File: src/rtl/alu_pkg.sv
// Shared ALU definitions: opcode map, result classes, PSR layout and the
// decode helpers used by both the ALU and the writeback stage.
package alu_pkg;

  localparam int PSR_W  = 5;
  localparam int REG_W  = 16;
  localparam int ADDR_W = 4;

  localparam int PSR_C = 4;
  localparam int PSR_F = 3;
  localparam int PSR_L = 2;
  localparam int PSR_N = 1;
  localparam int PSR_Z = 0;

  localparam logic [7:0] OP_ADD   = 8'd0;
  localparam logic [7:0] OP_ADDU  = 8'd1;
  localparam logic [7:0] OP_ADDC  = 8'd2;
  localparam logic [7:0] OP_ADDCU = 8'd3;
  localparam logic [7:0] OP_ADDI  = 8'd4;
  localparam logic [7:0] OP_ADDIU = 8'd5;
  localparam logic [7:0] OP_SUBU  = 8'd6;
  localparam logic [7:0] OP_MUL   = 8'd7;
  localparam logic [7:0] OP_SUB   = 8'd8;
  localparam logic [7:0] OP_SUBC  = 8'd9;
  localparam logic [7:0] OP_CMP   = 8'd10;
  localparam logic [7:0] OP_CMPU  = 8'd11;
  localparam logic [7:0] OP_CMPI  = 8'd12;
  localparam logic [7:0] OP_CMPIU = 8'd13;
  localparam logic [7:0] OP_AND   = 8'd14;
  localparam logic [7:0] OP_OR    = 8'd15;
  localparam logic [7:0] OP_XOR   = 8'd16;
  localparam logic [7:0] OP_NOT   = 8'd17;
  localparam logic [7:0] OP_SLL   = 8'd18;
  localparam logic [7:0] OP_SRL   = 8'd19;
  localparam logic [7:0] OP_SRA   = 8'd20;
  localparam logic [7:0] OP_ROL   = 8'd21;
  localparam logic [7:0] OP_ROR   = 8'd22;
  localparam logic [7:0] OP_LUI   = 8'd23;
  localparam logic [7:0] OP_NOP   = 8'd24;

  typedef enum logic [2:0] {
    CLS_ARITH    = 3'd0,
    CLS_UNSIGNED = 3'd1,
    CLS_CMP      = 3'd2,
    CLS_LOGIC    = 3'd3,
    CLS_NOP      = 3'd4,
    CLS_ILLEGAL  = 3'd5
  } op_class_e;

  typedef struct packed {
    logic [7:0]        opcode;
    logic [ADDR_W-1:0] dest;
    logic [REG_W-1:0]  result;
    logic              carry;
    logic              flag;
    logic              low;
  } wb_entry_t;

  function automatic op_class_e decode_class(input logic [7:0] op);
    op_class_e cls;
    case (op) inside
      OP_ADD, OP_ADDC, OP_ADDI, OP_MUL, OP_SUB, OP_SUBC: cls = CLS_ARITH;
      OP_ADDU, OP_ADDCU, OP_ADDIU, OP_SUBU:              cls = CLS_UNSIGNED;
      [OP_CMP:OP_CMPIU]:                                 cls = CLS_CMP;
      [OP_AND:OP_LUI]:                                   cls = CLS_LOGIC;
      OP_NOP:                                            cls = CLS_NOP;
      default:                                           cls = CLS_ILLEGAL;
    endcase
    return cls;
  endfunction

  function automatic logic is_write_class(input op_class_e cls);
    logic wr;
    case (cls)
      CLS_ARITH, CLS_UNSIGNED, CLS_LOGIC: wr = 1'b1;
      default:                            wr = 1'b0;
    endcase
    return wr;
  endfunction

endpackage

File: src/rtl/alu_writeback_if.sv
// Bundle between the ALU/issue side and the writeback stage: result handshake,
// operand read ports, flags and commit report.
interface alu_writeback_if;
  import alu_pkg::*;

  logic                 in_valid;
  logic                 in_ready;
  logic [7:0]           in_opcode;
  logic [ADDR_W-1:0]    in_dest;
  logic [REG_W-1:0]     in_result;
  logic                 in_carry;
  logic                 in_flag;
  logic                 in_low;
  logic                 stall;
  logic [ADDR_W-1:0]    rd_addr_a;
  logic [ADDR_W-1:0]    rd_addr_b;
  logic [REG_W-1:0]     rd_data_a;
  logic [REG_W-1:0]     rd_data_b;
  logic [PSR_W-1:0]     psr;
  logic                 carry_out;
  logic                 wb_valid;
  logic [ADDR_W-1:0]    wb_dest;
  logic [REG_W-1:0]     wb_data;
  logic                 illegal_op;

  modport master (
    output in_valid, in_opcode, in_dest, in_result, in_carry, in_flag, in_low,
           stall, rd_addr_a, rd_addr_b,
    input  in_ready, rd_data_a, rd_data_b, psr, carry_out,
           wb_valid, wb_dest, wb_data, illegal_op
  );

  modport slave (
    input  in_valid, in_opcode, in_dest, in_result, in_carry, in_flag, in_low,
           stall, rd_addr_a, rd_addr_b,
    output in_ready, rd_data_a, rd_data_b, psr, carry_out,
           wb_valid, wb_dest, wb_data, illegal_op
  );
endinterface

File: src/rtl/regfile_16x16.sv
// 16 x 16-bit register file: one synchronous write port, two combinational
// read ports with no write-through bypass.
module regfile_16x16
  import alu_pkg::*;
(
  input  logic              clk,
  input  logic              reset,
  input  logic              i_we,
  input  logic [ADDR_W-1:0] i_waddr,
  input  logic [REG_W-1:0]  i_wdata,
  input  logic [ADDR_W-1:0] i_raddr_a,
  input  logic [ADDR_W-1:0] i_raddr_b,
  output logic [REG_W-1:0]  o_rdata_a,
  output logic [REG_W-1:0]  o_rdata_b
);

  logic [REG_W-1:0] r_mem [16];

  // Register array storage; r0 is an ordinary writable register.
  always_ff @(posedge clk) begin
    if (reset) begin
      for (int i = 0; i < 16; i++) begin
        r_mem[i] <= 16'h0000;
      end
    end else if (i_we) begin
      r_mem[i_waddr] <= i_wdata;
    end
  end

  assign o_rdata_a = r_mem[i_raddr_a];
  assign o_rdata_b = r_mem[i_raddr_b];

endmodule

File: src/rtl/alu_writeback.sv
// ALU writeback stage: one-entry pipe register that commits results into the
// register file and updates the PSR by opcode class.
module alu_writeback
  import alu_pkg::*;
(
  input  logic          clk,
  input  logic          reset,
  alu_writeback_if.slave bus
);

  wb_entry_t          r_pipe;
  logic               r_pipe_full;
  logic [PSR_W-1:0]   r_psr;
  logic               r_illegal;

  logic               w_commit_now;
  logic               w_commit;
  logic               w_accept;
  logic               w_write;
  op_class_e          w_cls;
  logic               w_z;
  logic               w_n;
  logic [PSR_W-1:0]   w_psr_next;

  // Ready ignores reset so it reads !stall while the pipe is being flushed.
  assign w_commit_now = r_pipe_full & ~bus.stall;
  assign bus.in_ready = ~bus.stall & (~r_pipe_full | w_commit_now);
  assign w_accept     = bus.in_valid & bus.in_ready;
  assign w_commit     = w_commit_now & ~reset;

  assign w_cls   = decode_class(r_pipe.opcode);
  assign w_write = w_commit & is_write_class(w_cls);
  assign w_z     = (r_pipe.result == 16'h0000);
  assign w_n     = r_pipe.result[15];

  // Per-class PSR update; untouched bits keep their value.
  always_comb begin
    w_psr_next = r_psr;
    case (w_cls)
      CLS_ARITH: begin
        w_psr_next[PSR_F] = r_pipe.flag;
        w_psr_next[PSR_Z] = w_z;
        w_psr_next[PSR_N] = w_n;
      end
      CLS_UNSIGNED: begin
        w_psr_next[PSR_C] = r_pipe.carry;
        w_psr_next[PSR_Z] = w_z;
        w_psr_next[PSR_N] = w_n;
      end
      CLS_CMP: begin
        w_psr_next[PSR_L] = r_pipe.low;
      end
      CLS_LOGIC: begin
        w_psr_next[PSR_Z] = w_z;
        w_psr_next[PSR_N] = w_n;
      end
      default: begin
        w_psr_next = r_psr;
      end
    endcase
  end

  // Pipe register, PSR and sticky illegal flag; reset beats accept and commit.
  always_ff @(posedge clk) begin
    if (reset) begin
      r_pipe      <= '0;
      r_pipe_full <= 1'b0;
      r_psr       <= 5'b00000;
      r_illegal   <= 1'b0;
    end else begin
      if (w_accept) begin
        r_pipe      <= '{opcode: bus.in_opcode, dest: bus.in_dest,
                         result: bus.in_result, carry: bus.in_carry,
                         flag: bus.in_flag, low: bus.in_low};
        r_pipe_full <= 1'b1;
      end else if (w_commit) begin
        r_pipe_full <= 1'b0;
      end
      if (w_commit) begin
        r_psr <= w_psr_next;
        if (w_cls == CLS_ILLEGAL) begin
          r_illegal <= 1'b1;
        end
      end
    end
  end

  regfile_16x16 u_regfile (
    .clk       (clk),
    .reset     (reset),
    .i_we      (w_write),
    .i_waddr   (r_pipe.dest),
    .i_wdata   (r_pipe.result),
    .i_raddr_a (bus.rd_addr_a),
    .i_raddr_b (bus.rd_addr_b),
    .o_rdata_a (bus.rd_data_a),
    .o_rdata_b (bus.rd_data_b)
  );

  assign bus.wb_valid   = w_write;
  assign bus.wb_dest    = r_pipe.dest;
  assign bus.wb_data    = r_pipe.result;
  assign bus.psr        = r_psr;
  assign bus.carry_out  = r_psr[PSR_C];
  assign bus.illegal_op = r_illegal;

endmodule

File: src/flat_wrapper.sv
// flat-port wrapper written by rule: the top's interface ports become plain ports
module alu_writeback_flat import alu_pkg::*;
  (clk, reset, bus_in_valid, bus_in_opcode, bus_in_dest, bus_in_result, bus_in_carry, bus_in_flag, bus_in_low, bus_stall, bus_rd_addr_a, bus_rd_addr_b, bus_in_ready, bus_rd_data_a, bus_rd_data_b, bus_psr, bus_carry_out, bus_wb_valid, bus_wb_dest, bus_wb_data, bus_illegal_op);
  alu_writeback_if bus_i ();
  input  logic clk;
  input  logic reset;
  input wire logic [$bits(bus_i.in_valid)-1:0] bus_in_valid;
  input wire logic [$bits(bus_i.in_opcode)-1:0] bus_in_opcode;
  input wire logic [$bits(bus_i.in_dest)-1:0] bus_in_dest;
  input wire logic [$bits(bus_i.in_result)-1:0] bus_in_result;
  input wire logic [$bits(bus_i.in_carry)-1:0] bus_in_carry;
  input wire logic [$bits(bus_i.in_flag)-1:0] bus_in_flag;
  input wire logic [$bits(bus_i.in_low)-1:0] bus_in_low;
  input wire logic [$bits(bus_i.stall)-1:0] bus_stall;
  input wire logic [$bits(bus_i.rd_addr_a)-1:0] bus_rd_addr_a;
  input wire logic [$bits(bus_i.rd_addr_b)-1:0] bus_rd_addr_b;
  output wire logic [$bits(bus_i.in_ready)-1:0] bus_in_ready;
  output wire logic [$bits(bus_i.rd_data_a)-1:0] bus_rd_data_a;
  output wire logic [$bits(bus_i.rd_data_b)-1:0] bus_rd_data_b;
  output wire logic [$bits(bus_i.psr)-1:0] bus_psr;
  output wire logic [$bits(bus_i.carry_out)-1:0] bus_carry_out;
  output wire logic [$bits(bus_i.wb_valid)-1:0] bus_wb_valid;
  output wire logic [$bits(bus_i.wb_dest)-1:0] bus_wb_dest;
  output wire logic [$bits(bus_i.wb_data)-1:0] bus_wb_data;
  output wire logic [$bits(bus_i.illegal_op)-1:0] bus_illegal_op;
  assign bus_i.in_valid = bus_in_valid;
  assign bus_i.in_opcode = bus_in_opcode;
  assign bus_i.in_dest = bus_in_dest;
  assign bus_i.in_result = bus_in_result;
  assign bus_i.in_carry = bus_in_carry;
  assign bus_i.in_flag = bus_in_flag;
  assign bus_i.in_low = bus_in_low;
  assign bus_i.stall = bus_stall;
  assign bus_i.rd_addr_a = bus_rd_addr_a;
  assign bus_i.rd_addr_b = bus_rd_addr_b;
  assign bus_in_ready = bus_i.in_ready;
  assign bus_rd_data_a = bus_i.rd_data_a;
  assign bus_rd_data_b = bus_i.rd_data_b;
  assign bus_psr = bus_i.psr;
  assign bus_carry_out = bus_i.carry_out;
  assign bus_wb_valid = bus_i.wb_valid;
  assign bus_wb_dest = bus_i.wb_dest;
  assign bus_wb_data = bus_i.wb_data;
  assign bus_illegal_op = bus_i.illegal_op;
  alu_writeback u_core (.clk(clk), .reset(reset), .bus(bus_i));
endmodule
File: config.mk
export PLATFORM = sky130hd
export DESIGN_NAME = alu_writeback_flat
export DESIGN_NICKNAME = d
export VERILOG_FILES = /design/src/rtl/alu_pkg.sv /design/src/rtl/alu_writeback_if.sv /design/src/rtl/regfile_16x16.sv /design/src/rtl/alu_writeback.sv /design/src/flat_wrapper.sv
export SDC_FILE = /design/constraint.sdc
export NUM_CORES = 1
export LEC_CHECK = 0
export CORE_MARGIN = 8
export CORE_UTILIZATION = 55
export CTS_CLUSTER_DIAMETER = 40
export CTS_CLUSTER_SIZE = 12
export DETAILED_ROUTE_END_ITERATION = 10
export PLACE_DENSITY = 0.86
export SYNTH_ARGS = -nofsm -noshare
export SYNTH_HDL_FRONTEND = slang
export SYNTH_HIERARCHICAL = 1
export SYNTH_SLANG_ARGS = --single-unit
File: constraint.sdc
create_clock -name clk -period 9.5 [get_ports clk]
set_input_delay 2.85 -clock clk [delete_from_list [all_inputs] [get_ports clk]]
set_output_delay 2.85 -clock clk [all_outputs]
set_load 0.01 [all_outputs]
# --- Word level (Yosys, flattened, before mapping) ---
# Memories as Yosys holds them, arrays and structs flattened.
# Index checks and enable logic that the tools add are counted.
word_totals:
  ff_bits: 38
  ramBits: 256
  in_bits: 43
  output_inout_bits: 61
  elab_cells: 71
  mem_count: 1
memory_table:
  columns: ["name", "depth", "width", "read_ports", "rd_clocked_by_memory_dff", "write_ports", "line_no", "rtl"]
  rows:
  - ["u_core.u_regfile.r_mem", 16, 16, 2, 0, 16, "regfile_16x16.sv:17", "logic [REG_W-1:0] r_mem [16];"]
op_classes:
  magnitude_cmp: 4
  n_eq_ne: 14
  n_mux: 16
  bitwise: 9
  reduce_logical: 15
op_table:
  columns: ["operator", "count"]
  rows:
  - ["8-bit by 3-bit equality test with 1-bit output, second input constant", 4]
  - ["8-bit by 2-bit equality test with 1-bit output, second input constant", 2]
  - ["8-bit by 4-bit equality test with 1-bit output, second input constant", 2]
  - ["8-bit by 4-bit greater-or-equal comparator with 1-bit output, second input constant", 2]
  - ["16-bit zero test", 1]
  - ["16-bit 2-to-1 mux", 1]
  - ["16-bit OR reduction", 1]
  - ["3-bit 2-to-1 mux", 4]
  - ["1-bit 2-to-1 mux", 10]
  - ["2-bit AND reduction", 5]
  - ["8-bit by 1-bit equality test with 1-bit output, second input constant", 1]
  - ["8-bit by 5-bit equality test with 1-bit output, second input constant", 1]
  - ["8-bit by 4-bit <= comparator with 1-bit output, second input constant", 1]
  - ["8-bit by 5-bit <= comparator with 1-bit output, second input constant", 1]
  - ["8-bit zero test", 1]
  - ["3-bit by 2-bit equality test with 1-bit output, second input constant", 2]
  - ["6-bit OR reduction", 1]
  - ["1-bit AND", 5]
  - ["4-bit 2-to-1 mux", 1]
  - ["4-bit OR reduction", 1]
  - ["3-bit by 1-bit equality test with 1-bit output, second input constant", 1]
  - ["3-bit equality test, second input constant", 1]
  - ["3-bit zero test", 1]
  - ["1-bit inverter", 3]
  - ["other kinds (4)", 5]

# --- Longest topological paths before layout ---
# Gate-level depths: netlist of run 1.
logic_depth:
  ltp_word: 15
  mapped_depth: 8
  mapped_depth_nobuf: 7

# --- Modules after synthesis ---
# Netlist of run 1, hierarchy kept.
modules_own_cells:
  columns: ["mod", "n_inst", "cells_each", "area_each_um2", "seq_area_each_um2"]
  rows:
  - ["regfile_16x16", 1, 859, 13414.1, 7687.4]
  - ["alu_writeback", 1, 205, 1627.8, 760.7]

# --- Worst setup path after synthesis of run 1 ---
# OpenSTA, ideal clock, no wires.
synth_timing:
  kind: "input to output"
  startpoint: "in bus_rd_addr_a[0]"
  endpoint: "out bus_rd_data_a[10]"
  arrival_time_ns: 4.172
  required_time_ns: 6.650
  slack_ns: 2.478
  stages: 5
  path_buffers: 2
  cell_sequence: "buf_2 buf_2 mux4_2 a22oi_1 nand2_1"
synth_via:
  elab_chain_cells: 1
synth_rtl:
  columns: ["element", "line_no", "rtl"]
  rows:
  - ["from (decl)", "flat_wrapper.sv:15", "input wire logic [$bits(bus_i.rd_addr_a)-1:0] bus_rd_addr_a;"]
  - ["memory read 16 x 16 bit", null, null]
  - ["to (decl)", "flat_wrapper.sv:18", "output wire logic [$bits(bus_i.rd_data_a)-1:0] bus_rd_data_a;"]
# No other way between the ends.

# --- Worst setup path after layout of run 1 ---
layout_timing:
  startpoint: "in bus_rd_addr_b[0]"
  endpoint: "out bus_rd_data_b[14]"
layout_via:
  elab_chain_cells: 1
layout_rtl:
  columns: ["element", "line_no", "rtl"]
  rows:
  - ["from (decl)", "flat_wrapper.sv:16", "input wire logic [$bits(bus_i.rd_addr_b)-1:0] bus_rd_addr_b;"]
  - ["memory read 16 x 16 bit", null, null]
  - ["to (decl)", "flat_wrapper.sv:19", "output wire logic [$bits(bus_i.rd_data_b)-1:0] bus_rd_data_b;"]
# No other way between the ends.

==> results of run 1 <==
-- flip-flops by register name, summed over array words and instances (netlist names) --
register                count
u_core/u_regfile/r_mem    256
u_core/r_pipe_full          1
u_core/bus.illegal_op       1
u_core/bus.psr              5
u_core/bus.wb_dest          4
u_core/r_pipe              11
u_core/bus.wb_data         16
-- metrics by stage --
| stage | worst slack (ns) | area, µm² | hold WS (ns) | total power [W] | std cells |
|---|---|---|---|---|---|
| floorplan | 2.478 | 15040 | 0.4322 | 0.001673 | 1064 |
| global placement | 1.403 | 16220 | 0.4408 | 0.001792 | 1426 |
| detailed placement | 1.359 | 16220 | 0.4507 | 0.001805 | 1426 |
| CTS | 1.365 | 17510 | 0.4586 | 0.003240 | 1493 |
| global route | 1.209 | 17510 | 0.4842 | 0.003316 | 1494 |
| finish | 1.401 | 17510 | 0.4572 | 0.003226 | 1494 |
-- Yosys cell counts (2+ instances only) --
library cell / number / area share [%]
nor2_2: 2 / 0.083
o21ai_1: 3 / 0.10
nor4_1: 5 / 0.21
and2_1: 242 / 10
edfxtp_1: 256 / 51
a21oi_1: 33 / 1.1
mux2_1: 2 / 0.15
nand2b_1: 5 / 0.21
nor2b_1: 8 / 0.33
a22oi_1: 64 / 3.2
buf_2: 14 / 0.47
nand4bb_2: 2 / 0.22
clkbuf_2: 3 / 0.10
mux4_2: 128 / 19
buf_4: 21 / 1.0
or2_2: 16 / 0.67
clkbuf_1: 60 / 1.5
nor2_1: 12 / 0.30
inv_1: 3 / 0.075
nand4_1: 2 / 0.083
nor3_2: 2 / 0.13
buf_1: 9 / 0.22
nand2_1: 99 / 2.5
dfxtp_1: 38 / 5.1
and2_2: 16 / 0.80
nor3_1: 3 / 0.10
-- logic make-up after synthesis --
group / count (synthesis) / synth area share (%)
xor gates and xnor gates: 1 / 0.05824
AOI/OAI and AO/OA: 106 / 4.733
buffers and inverters: 110 / 3.410
DFF: 294 / 56.16
muxes: 131 / 19.38
and+or+nand+nor: 422 / 16.25
-- layout make-up --
type	count	share of cell area, %
Antenna cell	1	0.01429
Clock buffer	44	5.737
Clock inverter	23	1.615
Inverter	3	0.06430
Multi-Input combinational cell	660	34.76
Sequential cell	294	48.24
Tap cell	341	2.436
Timing Repair Buffer	128	7.130
-- layer usage --
| metal | part of all wire [%] | track usage, % |
|---|---|---|
| met5 | 0.028 | 0 |
| met4 | 4.4 | 12.27 |
| met3 | 12 | 6.287 |
| met2 | 49 | 42.73 |
| met1 | 35 | 31.59 |
-- critical path, delay by kind of cell --
kind / cells / cell delay, ns
buffers and inverters: 3 / 1.43
muxes: 1 / 0.54
and+or+nand+nor: 1 / 0.14
AOI/OAI and AO/OA: 1 / 0.26
-- power groups by stage --
stage	clock [W]	sequential, W	combinational, W
final	0.00144	0.00149	0.000296
after global routing	0.00151	0.00149	0.000312
after CTS	0.00146	0.00149	0.000295
after detailed placement	0	0.00151	0.000293
after global placement	0	0.00150	0.000287
after floorplan	0	0.00149	0.000185
-- path summary, 6_finish.rpt --
kind / from / endpoint / cells past startpoint
setup / recovery: bus_rd_addr_b[0] / bus_rd_data_b[14] / 6
hold / removal: u_core/r_pipe[0]$_SDFFE_PP0P_ / u_core/r_pipe[0]$_SDFFE_PP0P_ / 2
setup reg to reg: u_core/r_pipe[28]$_SDFFE_PP0P_ / u_core/u_regfile/r_mem[2][11]$_SDFFCE_PN0P_ / 7
hold reg to reg: u_core/r_pipe[0]$_SDFFE_PP0P_ / u_core/r_pipe[0]$_SDFFE_PP0P_ / 2
==> out/metrics.cfg, run 1 <==
[power]
ir_drop_uv=138.1
p_sw_share_pct=23.43
p_int_w=0.002470
p_seq_share_pct=46.1
powerDensity_nw_per_um2=184.2
power_switching_w=0.0007557
combPwrFrac_pct=9.2
p_leak_nw=6.285
clkPwrFrac_pct=44.7

[sta]
final.setup_skew_ns=0.02524
min_period_over_period_pct=85.26
maxSlewViolCount=0
fmax_mhz=123.5
setup_viol=0
slew_headroom_pct=23.58
finalCriticalPeriod_ns=8.099
finalSetupTns_ns=0
hold_viol_final=0
rsz0062_at_grt=false
worst_pin_slew_ns=1.141

[drt]
vias=10030
via_per_inst=6.716
route.detailed.drc=0
drtIter0Drc=1384
ant_nets=0
wl_per_cell_um=28.34
drt_pass1_iterations=5
wl_um=42340

[synthesis]
syn_area_per_cell_um2=14.14
syn_area_um2=15040
synth_fp_nets=1107
ys_ff_latch=294
synth_edf_count=256
ys.flop_type=edfxtp_1
yosysWarnings=6
synth_seq_area_share_pct=56.16
async_flop_share_pct=0
synthDistinctLibCells=42
syn_inst=1064

[clock_tree]
root_buffer=clkbuf_16
htreeDepth=2
holdBufCountCts=0
cts_buffers=39
cts_buffer_depth=3
clock_sinks=294
post_cts_resized=0
path_clk_slew_ns=0.05
clk_latency_ns=0.53
cts_tree=yes
postCtsSetupBuffers=0

[floorplan]
start_util_pct=55.97
num_rows=60
die_h_um=181.4
pin_count=104
core_um2=26880
die_w_um=181.4
die_area_um2=32900

[placed_design]
portBuffers=103
place_congestion=0.8274
dp_hpwl_um=26020

[grt]
overflow=0
grt_first_pass_wirelength_um=63980
antenna_found_initial=2
grt_max_degree=62
grt_usage_pct=25.79
first_global_vias=10740

[setup_path]
arrival_ns=5.25
max_stage_delay_ns=0.59
critical_path_class=in2out
cp-start-kind=primary input
cp_slowest_cell=buf_4
cp.required_ns=6.65
r2r_slack_ns=5.93
path_max_fanout=37
end_kind=output port
path_cells=buf_4, buf_12, mux4_2, a22oi_1, nand2_1, clkdlybuf4s50_1

[layout]
drive_gt1_share_pct=23.09
final_util_pct=65.16
multiInputGateArea_um2=6088
layout_common_cells=edfxtp_1, and2_1, mux4_2
nFillCells=1838
areaGrowthSynthToFinish_pct=16.43
layout.nets=1169
seqCellArea_um2=8448
mostFrequentLayoutCell=edfxtp_1

[flow_run]
cap_violations=0

[run_status]
status=finished, final reports clean

[worst_hold_path]
hold_path_class=reg2reg

Power figures use the tool's default switching activity.
==> run 2: changes to the inputs <==
==> constraint.sdc (replaced) <==
create_clock -name clk -period 8.2 [get_ports clk]
set_input_delay 2.46 -clock clk [delete_from_list [all_inputs] [get_ports clk]]
set_output_delay 2.46 -clock clk [all_outputs]
set_load 0.01 [all_outputs]
==> out/metrics.cfg, run 2 (synthesized netlist as in run 1, its figures left out) <==
[clock_tree]
cts_tree=yes
htreeDepth=2
clk_latency_ns=0.56
root_buffer=clkbuf_16
postCtsSetupBuffers=0
cts_buffers=41
holdBufCountCts=0
path_clk_slew_ns=0.05
cts_buffer_depth=3
post_cts_resized=0
clock_sinks=294

[power]
clkPwrFrac_pct=45.8
p_leak_nw=6.342
p_sw_share_pct=24.42
power_switching_w=0.0009336
p_int_w=0.002890
combPwrFrac_pct=9.1
ir_drop_uv=160.5
total_power_w=0.003824
p_seq_share_pct=45.1
powerDensity_nw_per_um2=217.1

[layout]
num_antenna_cells=0
mostFrequentLayoutCell=edfxtp_1
regMostFlops=u_core/u_regfile/r_mem
instances_no_fill=1503
largest_reg_flops=256
layout_common_cells=edfxtp_1, and2_1, mux4_2
drive_gt1_share_pct=23.41
layout.nets=1173
areaGrowthSynthToFinish_pct=17.11

[setup_path]
r2r_cells=7
arrival_ns=4.85
reg2reg_to=u_core/u_regfile/r_mem[0][8]$_SDFFCE_PN0P_
critical_path_class=in2out
timing.rr.start=u_core/r_pipe[28]$_SDFFE_PP0P_
r2r_slack_ns=4.59
path_max_fanout=14
cp-start-kind=primary input
end_kind=output port
cp.required_ns=5.74

[drt]
wl_per_cell_um=29.23
route.detailed.drc=0
drtIter0Drc=1369
wl_um=43930
via_per_inst=6.770
drt_pass1_iterations=5
ant_nets=0
vias=10180

[worst_hold_path]
hold_depth=2
hold_path_end=u_core/r_pipe[1]$_SDFFE_PP0P_
hold_path_class=reg2reg
min-delay-start=u_core/r_pipe[1]$_SDFFE_PP0P_

[sta]
worst_pin_slew_ns=1.187
finalSetupTns_ns=0
rsz0062_at_grt=false
setup_viol=0
hold_viol_final=0
fin_ws_ns=0.8870
fmax_mhz=136.7
slew_headroom_pct=20.49
maxSlewViolCount=0
finalCriticalPeriod_ns=7.313
final.setup_skew_ns=0.02642
min_period_over_period_pct=89.18

[floorplan]
die_w_um=181.4
pin_count=104
num_rows=60
start_util_pct=55.97
die_area_um2=32900
die_h_um=181.4
core_um2=26880

[placed_design]
dpl_worst_slack_ns=1.033
portBuffers=103
dp_hpwl_um=26310
dp_cells=1428
place_congestion=0.8505

[grt]
overflow=0
grt_max_degree=65
antenna_found_initial=1
grt_first_pass_wirelength_um=65530
grt_usage_pct=26.45
first_global_vias=10910

[run_status]
status=finished, final reports clean

[flow_run]
cap_violations=0

run 2: cell count changes in the layout (fill, tap and decap cells not counted), moves of 2 or more:
cell       before  now
inv_6           2    5
clkinv_4        4    2
clkbuf_16      39   43
clkinv_2        1    4
bufinv_16       4    2
clkbuf_1        4    7
inv_4           2    0
buf_4          23   25
run 2: final cells by class:
cell class / count / area, µm²
clock buffer: 50 / 1102
timing repair buffer: 130 / 1264
fill: 1847 / 9260
clock inverter: 25 / 275.3
tap: 341 / 426.7
sequential: 294 / 8448
inverter: 3 / 11.26
multi-input combinational: 660 / 6088
run 2: power groups by stage:
stage	Clock, W	Sequential (W)	Combinational [W]
floorplan	0	0.00172	0.000214
global placement	0	0.00174	0.000336
detailed placement	0	0.00175	0.000341
CTS	0.00176	0.00172	0.000344
global route	0.00184	0.00173	0.000362
finish	0.00175	0.00172	0.000348
run 2: per-stage QoR:
stage	hold WS [ns]	util [%]	cell area [µm²]
2_1_floorplan	0.4322	-	15040
3_3_place_gp	0.4410	60.42	16240
3_5_place_dp	0.4498	60.42	16240
4_1_cts	0.4579	65.54	17620
5_1_grt	0.4860	65.54	17620
6_report	0.4562	65.54	17620
run 2: per-layer routing:
layer	part of all wire, %	GRT usage [%]
met5	0	0
met4	5.0	11.61
met3	12	7.445
met2	49	44.88
met1	34	31.19
run 2: how the worst max path moves through the flow:
| stage | startpoint | to | slack, ns | depth (start not counted) |
|---|---|---|---|---|
| finish | bus_rd_addr_a[0] | bus_rd_data_a[1] | 0.89 | 6 |
| global route | bus_rd_addr_a[0] | bus_rd_data_a[1] | 0.86 | 6 |
| floorplan | bus_rd_addr_a[0] | bus_rd_data_a[10] | 1.96 | 5 |
| detailed placement | bus_rd_addr_a[3] | bus_rd_data_a[14] | 1.03 | 5 |
| CTS | bus_rd_addr_a[0] | bus_rd_data_a[1] | 1.05 | 6 |
| global placement | bus_rd_addr_a[2] | bus_rd_data_a[14] | 1.13 | 5 |
run 2: worst max-delay path, stage by stage:
cell             delay [ns]
buf_4                  0.28
buf_4                  0.37
mux4_2                 0.57
a22oi_1                0.44
nand2_1                0.19
clkdlybuf4s50_1        0.52
